<file path="src/rtl/request_issuer_pkg.sv">
// Shared definitions for the request issuer: FSM encoding, buffer depth and the
// default watchdog limit.
package request_issuer_pkg;

  typedef enum logic {
    IDLE  = 1'b0,
    ISSUE = 1'b1
  } issuer_state_e;

  localparam logic [1:0] BUFFER_DEPTH           = 2'd2;
  localparam int         DEFAULT_TIMEOUT_CYCLES = 256;

endpackage

</file>
<file path="src/rtl/issuer_skid_buffer.sv">
// Two-entry FIFO between the upstream source and the issuer FSM.
// Flush keeps only the head entry when keep_head is set.
module issuer_skid_buffer
  import request_issuer_pkg::*;
#(
  parameter int WIDTH = 32
) (
  input  logic             clk_in,
  input  logic             reset_n_in,
  input  logic             push,
  input  logic [WIDTH-1:0] push_data,
  input  logic             pop,
  input  logic             flush,
  input  logic             keep_head,
  output logic [1:0]       occupancy,
  output logic             ready,
  output logic [WIDTH-1:0] head_data,
  output logic [WIDTH-1:0] second_data
);

  logic [WIDTH-1:0] mem [2];
  logic             head;
  logic             tail;
  logic [1:0]       occupancy_next;

  // Tail is implied by head and occupancy, so it needs no register of its own.
  assign tail        = head ^ occupancy[0];
  assign head_data   = mem[head];
  assign second_data = mem[~head];

  always_comb begin
    // NOTE: default assignment first so no path leaves the signal unassigned (no latch).
    occupancy_next = occupancy;
    if (flush) begin
      occupancy_next = keep_head ? 2'd1 : 2'd0;
    end else begin
      case ({push, pop})
        2'b10:   occupancy_next = occupancy + 2'd1;
        2'b01:   occupancy_next = occupancy - 2'd1;
        default: occupancy_next = occupancy;
      endcase
    end
  end

  always_ff @(posedge clk_in or negedge reset_n_in) begin
    if (!reset_n_in) begin
      head      <= 1'b0;
      occupancy <= 2'd0;
      ready     <= 1'b1;
    end else begin
      if (pop) head <= ~head;
      occupancy <= occupancy_next;
      ready     <= (occupancy_next != BUFFER_DEPTH);
    end
  end

  // NOTE: payload storage is not reset; occupancy alone says which slots are valid.
  always_ff @(posedge clk_in) begin
    if (push && !flush) mem[tail] <= push_data;
  end

endmodule

</file>
<file path="src/rtl/request_issuer.sv">
// Presents buffered requests one at a time to the queue write port, holding each
// until acked, with a sticky ack-latency watchdog and a retired-request counter.
module request_issuer
  import request_issuer_pkg::*;
#(
  parameter int SINGLE_ENTRY_WIDTH_IN_BITS = 32,
  parameter int TIMEOUT_CYCLES             = DEFAULT_TIMEOUT_CYCLES,
  parameter int TIMEOUT_CNT_WIDTH_IN_BITS  = 9,
  parameter int ISSUE_CNT_WIDTH_IN_BITS    = 16
) (
  input  logic                                  clk_in,
  input  logic                                  reset_n_in,
  input  logic [SINGLE_ENTRY_WIDTH_IN_BITS-1:0] src_request_in,
  input  logic                                  src_valid_in,
  output logic                                  src_ready_out,
  output logic [SINGLE_ENTRY_WIDTH_IN_BITS-1:0] request_out,
  output logic                                  request_valid_out,
  input  logic                                  issue_ack_in,
  input  logic                                  flush_in,
  output logic                                  timeout_error_out,
  output logic [ISSUE_CNT_WIDTH_IN_BITS-1:0]    issued_count_out
);

  localparam logic [TIMEOUT_CNT_WIDTH_IN_BITS-1:0] TIMEOUT_LIMIT =
    TIMEOUT_CNT_WIDTH_IN_BITS'(TIMEOUT_CYCLES);

  issuer_state_e                           state;
  logic [1:0]                              occupancy;
  logic [SINGLE_ENTRY_WIDTH_IN_BITS-1:0]   head_data;
  logic [SINGLE_ENTRY_WIDTH_IN_BITS-1:0]   second_data;
  logic                                    push;
  logic                                    pop;
  logic                                    keep_head;
  logic [TIMEOUT_CNT_WIDTH_IN_BITS-1:0]    watchdog;
  logic [TIMEOUT_CNT_WIDTH_IN_BITS-1:0]    watchdog_next;

  // Upstream data arriving in a flush cycle is dropped, as are acks outside ISSUE.
  assign push      = src_valid_in & src_ready_out & ~flush_in;
  assign pop       = (state == ISSUE) & issue_ack_in;
  assign keep_head = (state == ISSUE) & ~issue_ack_in;

  issuer_skid_buffer #(
    .WIDTH(SINGLE_ENTRY_WIDTH_IN_BITS)
  ) u_buffer (
    .clk_in      (clk_in),
    .reset_n_in  (reset_n_in),
    .push        (push),
    .push_data   (src_request_in),
    .pop         (pop),
    .flush       (flush_in),
    .keep_head   (keep_head),
    .occupancy   (occupancy),
    .ready       (src_ready_out),
    .head_data   (head_data),
    .second_data (second_data)
  );

  always_comb begin
    watchdog_next = watchdog;
    if (state == ISSUE) begin
      if (issue_ack_in)                 watchdog_next = '0;
      else if (watchdog != TIMEOUT_LIMIT) watchdog_next = watchdog + TIMEOUT_CNT_WIDTH_IN_BITS'(1);
    end
  end

  always_ff @(posedge clk_in or negedge reset_n_in) begin
    if (!reset_n_in) begin
      state             <= IDLE;
      request_out       <= '0;
      request_valid_out <= 1'b0;
      watchdog          <= '0;
      timeout_error_out <= 1'b0;
      issued_count_out  <= '0;
    end else begin
      watchdog <= watchdog_next;
      if (watchdog_next == TIMEOUT_LIMIT) timeout_error_out <= 1'b1;

      case (state)
        IDLE: begin
          if (occupancy != 2'd0 && !flush_in) begin
            state             <= ISSUE;
            request_out       <= head_data;
            request_valid_out <= 1'b1;
          end
        end
        ISSUE: begin
          if (issue_ack_in) begin
            issued_count_out <= issued_count_out + ISSUE_CNT_WIDTH_IN_BITS'(1);
            // The next head is either the older buffered entry or a same-cycle push.
            if (!flush_in && (occupancy == BUFFER_DEPTH || push)) begin
              request_out <= (occupancy == BUFFER_DEPTH) ? second_data : src_request_in;
            end else begin
              state             <= IDLE;
              request_valid_out <= 1'b0;
            end
          end
        end
        default: state <= IDLE;
      endcase
    end
  end

endmodule

</file>
<file path="config.mk">
export PLATFORM = sky130hd
export DESIGN_NAME = request_issuer
export DESIGN_NICKNAME = d
export VERILOG_FILES = /design/src/rtl/request_issuer_pkg.sv /design/src/rtl/issuer_skid_buffer.sv /design/src/rtl/request_issuer.sv
export SDC_FILE = /design/constraint.sdc
export NUM_CORES = 1
export LEC_CHECK = 0
export BUFFER_PORTS_ARGS = -buffer_cell sky130_fd_sc_hd__buf_2
export CAP_MARGIN = 20
export CORE_AREA = 2 2 126 128
export CTS_BUF_LIST = sky130_fd_sc_hd__clkbuf_4 sky130_fd_sc_hd__clkbuf_8
export DETAILED_ROUTE_END_ITERATION = 6
export DIE_AREA = 0 0 128 130
export PLACE_DENSITY = 0.65
export SLEW_MARGIN = 0
export SYNTH_ARGS = -nofsm -noshare
export SYNTH_HDL_FRONTEND = slang
export SYNTH_SLANG_ARGS = --single-unit
</file>
<file path="constraint.sdc">
create_clock -name clk_in -period 4.4 [get_ports clk_in]
set_clock_uncertainty 0.2 [all_clocks]
set_input_delay 0.66 -clock clk_in [delete_from_list [all_inputs] [get_ports clk_in]]
set_output_delay 0.66 -clock clk_in [all_outputs]
set_load 0.02 [all_outputs]
</file>
==> results by group <==
CTS
  • Clock Latency Late Sink: 450 ps
  • CTS Buffer Depth: 2
  • CTS Sinks: 128
  • # resized after CTS: 0
  • Clock transition at the registers of the reported paths: 70 ps
  • Clock root buffer: clkbuf_8
  • H-tree Lvls: 4
  • CTS Buf Count: 17
  • TritonCTS clock tree: yes

Finish
  • Finished Core Util: 45.9%
  • Final nets: 669
  • Share of layout cells above drive strength 1: 21.8%
  • Design area: 7080 µm²
  • Sequential cell area: 3530 µm²
  • Area of the multi-input gates: 2330 µm²
  • Area Overhead vs Synth: 18.1%
  • Fillers: 1453

Critical path
  • Total stage count of the critical path: 6
  • Crit. End Element: flip-flop
  • Startpoint Class: flip-flop
  • Beginning of the critical path: state$_DFF_PN0_
  • Slowest cell on the critical path: dfrtp_2
  • CP max FO: 38
  • Crit path DAT: 2930 ps
  • CP bufs+invs: 2
  • Worst Path Required: 4570 ps
  • Crit-path leading delay family: compound AO/OA/AOI/OAI gates
  • Setup CP Type: flip-flop to flip-flop
  • Worst-case reg-to-reg path depth: 6
  • Critical path, cell by cell: inv_1 -> o21ai_0 -> a21oi_4 -> buf_4 -> nor2_1 -> a21oi_1
  • Worst reg2reg startpoint: state$_DFF_PN0_
  • CP peak stage delay: 660 ps

Floorplanning
  • Num rows: 46
  • Full die area: 16600 µm²
  • Core area: 15400 µm²
  • Die X: 128 µm
  • Chip height: 130 µm
  • # IOs: 88
  • Starting Density: 38.8%

Global routing
  • Grt ovf: 0
  • Initial antenna violation count: 1
  • Total Routing Usage GR: 16.1%
  • Pin count of the biggest net entering global routing: 66
  • First-pass GRT wire length: 20500 µm
  • Vias in the first global route: 4163

Drt
  • Wire length per cell: 15.4 µm
  • Vias per cell: 5.06
  • Drt total wl: 12800 µm
  • Drt pass-1 iters: 4
  • Drt drc: 0
  • Vias: 4221
  • Post-DRT Antenna Nets: 0
  • DR iter-0 viols: 229

STA
  • Max-slew headroom: 30.3%
  • RSZ-0062 raised after global routing: false
  • Hold Vio Cnt, Final: 0
  • Tightest Pin Transition: 1040 ps
  • Fin Hold WS: 213 ps
  • Final setup TNS: 0 ps
  • Period minus WS final: 2760 ps
  • Final period util: 62.7%
  • Endpoints failing setup: 0
  • Fmax: 362 MHz
  • Max-slew violations: 0

Power and ir drop
  • Clock Power Share: 22.5%
  • Power Density: 678 nW/µm²
  • Comb power frac: 38.2%
  • Maximum VDD drop: 0.361 mV
  • Seq pwr share: 39.3%
  • Pint: 2940 µW
  • NetSw: 1860 µW
  • Pleak: 0.00305 µW
  • Net Sw Frac: 38.8%

Placed design
  • Gpl congestion: 0.803
  • DP Wirelength: 8290 µm
  • DP Area: 6600 µm²
  • PortBufs: 87

Logic synthesis
  • Main area contributors after synthesis: edfxtp_1 32%, dfrtp_1 26%, mux2i_1 11%
  • Async SR Flop Fraction: 50.0%
  • Mapped Area: 5990 µm²
  • Synth Area per Inst: 11.0 µm²
  • Synth warn: 0
  • Yosys top cell by area: edfxtp_1
  • Gate Count Post-Synth: 547
  • Synthesis-stage register bit count: 128
  • Top FF cell, synth: edfxtp_1
  • Syn_nets: 588
  • Post-synth top area share: 32.1%
  • Cell variety after synth: 40
  • Post-synthesis sequential area ratio: 58.8%
  • Post-synth EDFFs: 64

Worst hold path
  • Hold path start: src_request_in[11]
  • Hold path depth: 1
  • Hold Path Class: primary input to flip-flop

Job
  • Max-cap violations: 0

Status
  • Outcome: complete, no violations
-- layout by cell type, fill, tap and decap left out, types with 3 or more instances in the layout --
master / netlist / routed
a21oi_1: 70 / 69
and3_1: 5 / 5
buf_2: 3 / 87
buf_4: 0 / 4
bufinv_16: 0 / 3
clkbuf_8: 0 / 19
clkinvlp_4: 0 / 4
dfrtp_1: 63 / 61
edfxtp_1: 64 / 64
ha_1: 4 / 4
inv_1: 8 / 8
mux2i_1: 68 / 68
nand2_1: 49 / 49
nand3_1: 9 / 9
nand4_1: 4 / 4
nor2_1: 77 / 76
o21ai_0: 39 / 39
or3_1: 4 / 4
xnor2_1: 20 / 20
xor2_1: 4 / 4
-- power groups by stage --
stage / Sequential (µW) / Combinational (µW) / Clock, µW
final: 1890 / 1830 / 1080
after global placement: 1890 / 1790 / 0
after CTS: 1890 / 1850 / 1110
after floorplan: 2030 / 1200 / 0
after detailed placement: 1910 / 1840 / 0
after global routing: 1930 / 2040 / 1170
-- routing by layer --
| metal | up-vias | global-route usage (%) | wire length (µm) |
|---|---|---|---|
| met5 | - | 0 | 0 |
| met4 | 0 | 5.17 | 151 |
| met3 | 14 | 5.49 | 672 |
| met2 | 111 | 27.2 | 6280 |
| met1 | 2002 | 19.7 | 5730 |
| li1 | 2094 | - | - |
-- stage by stage --
stage | worst slack, ps | power, µW | cells
floorplan | 980 | 3220 | 547
global placement | 1740 | 3690 | 798
detailed placement | 1610 | 3750 | 798
CTS | 1600 | 4840 | 830
global route | 1290 | 5140 | 833
finish | 1640 | 4800 | 834
-- state kept, by name, indices dropped and copies added (netlist names), 2 cells and up --
name,cells
issued_count_out,16
request_out,32
u_buffer.mem,64
u_buffer.occupancy,2
watchdog,9
-- logic make-up after synthesis --
group | count (synthesis) | synth area share, %
fa+ha+maj | 4 | 0.835
compound gates | 123 | 11.2
flops | 128 | 58.8
xor+xnor | 24 | 3.51
mux | 68 | 11.4
buf+inv | 41 | 2.76
simple gates | 159 | 11.5
-- synthesized netlist by cell type (5+ instances only) --
| master | n |
|---|---|
| buf_1 | 8 |
| xnor2_1 | 20 |
| edfxtp_1 | 64 |
| inv_1 | 8 |
| nand3_1 | 9 |
| dfrtp_1 | 63 |
| nor2_1 | 77 |
| a21oi_1 | 70 |
| mux2i_1 | 68 |
| o21ai_0 | 39 |
| nand2_1 | 49 |
| and3_1 | 5 |
| clkbuf_1 | 20 |
-- area by class of cell --
class	count	area share, %
Clock buffer	20	3.80
Multi-Input combinational cell	378	32.9
Antenna cell	1	0.0354
Sequential cell	128	49.9
Tap cell	192	3.39
Clock inverter	12	2.21
Inverter	9	0.477
Timing Repair Buffer	94	7.28
-- path summary, 6_finish.rpt --
| check | end | slack [ps] |
|---|---|---|
| max in group asynchronous | request_out[18]$_DFFE_PN0P_ | 2720 |
| max | request_out[14]$_DFFE_PN0P_ | 1640 |
| max reg2reg | request_out[14]$_DFFE_PN0P_ | 1640 |
| min reg2reg | issued_count_out[15]$_DFFE_PN0P_ | 270 |
| min in group asynchronous | issued_count_out[8]$_DFFE_PN0P_ | 460 |
| min | u_buffer.mem[0][11]$_DFFE_PP_ | 210 |
-- repair_timing --
item / 4_1_cts / 5_1_grt
hold buffers: 0 / 1
setup buffers: 0 / 0
endpoints found under the hold margin: 0 / 13
-- worst reg2reg max path, stage by stage (launching register included) --
cell	delay, ps
dfrtp_2	660
inv_1	310
o21ai_0	230
a21oi_4	590
buf_4	460
nor2_1	90
a21oi_1	140
(Power assumes the default switching activity.)
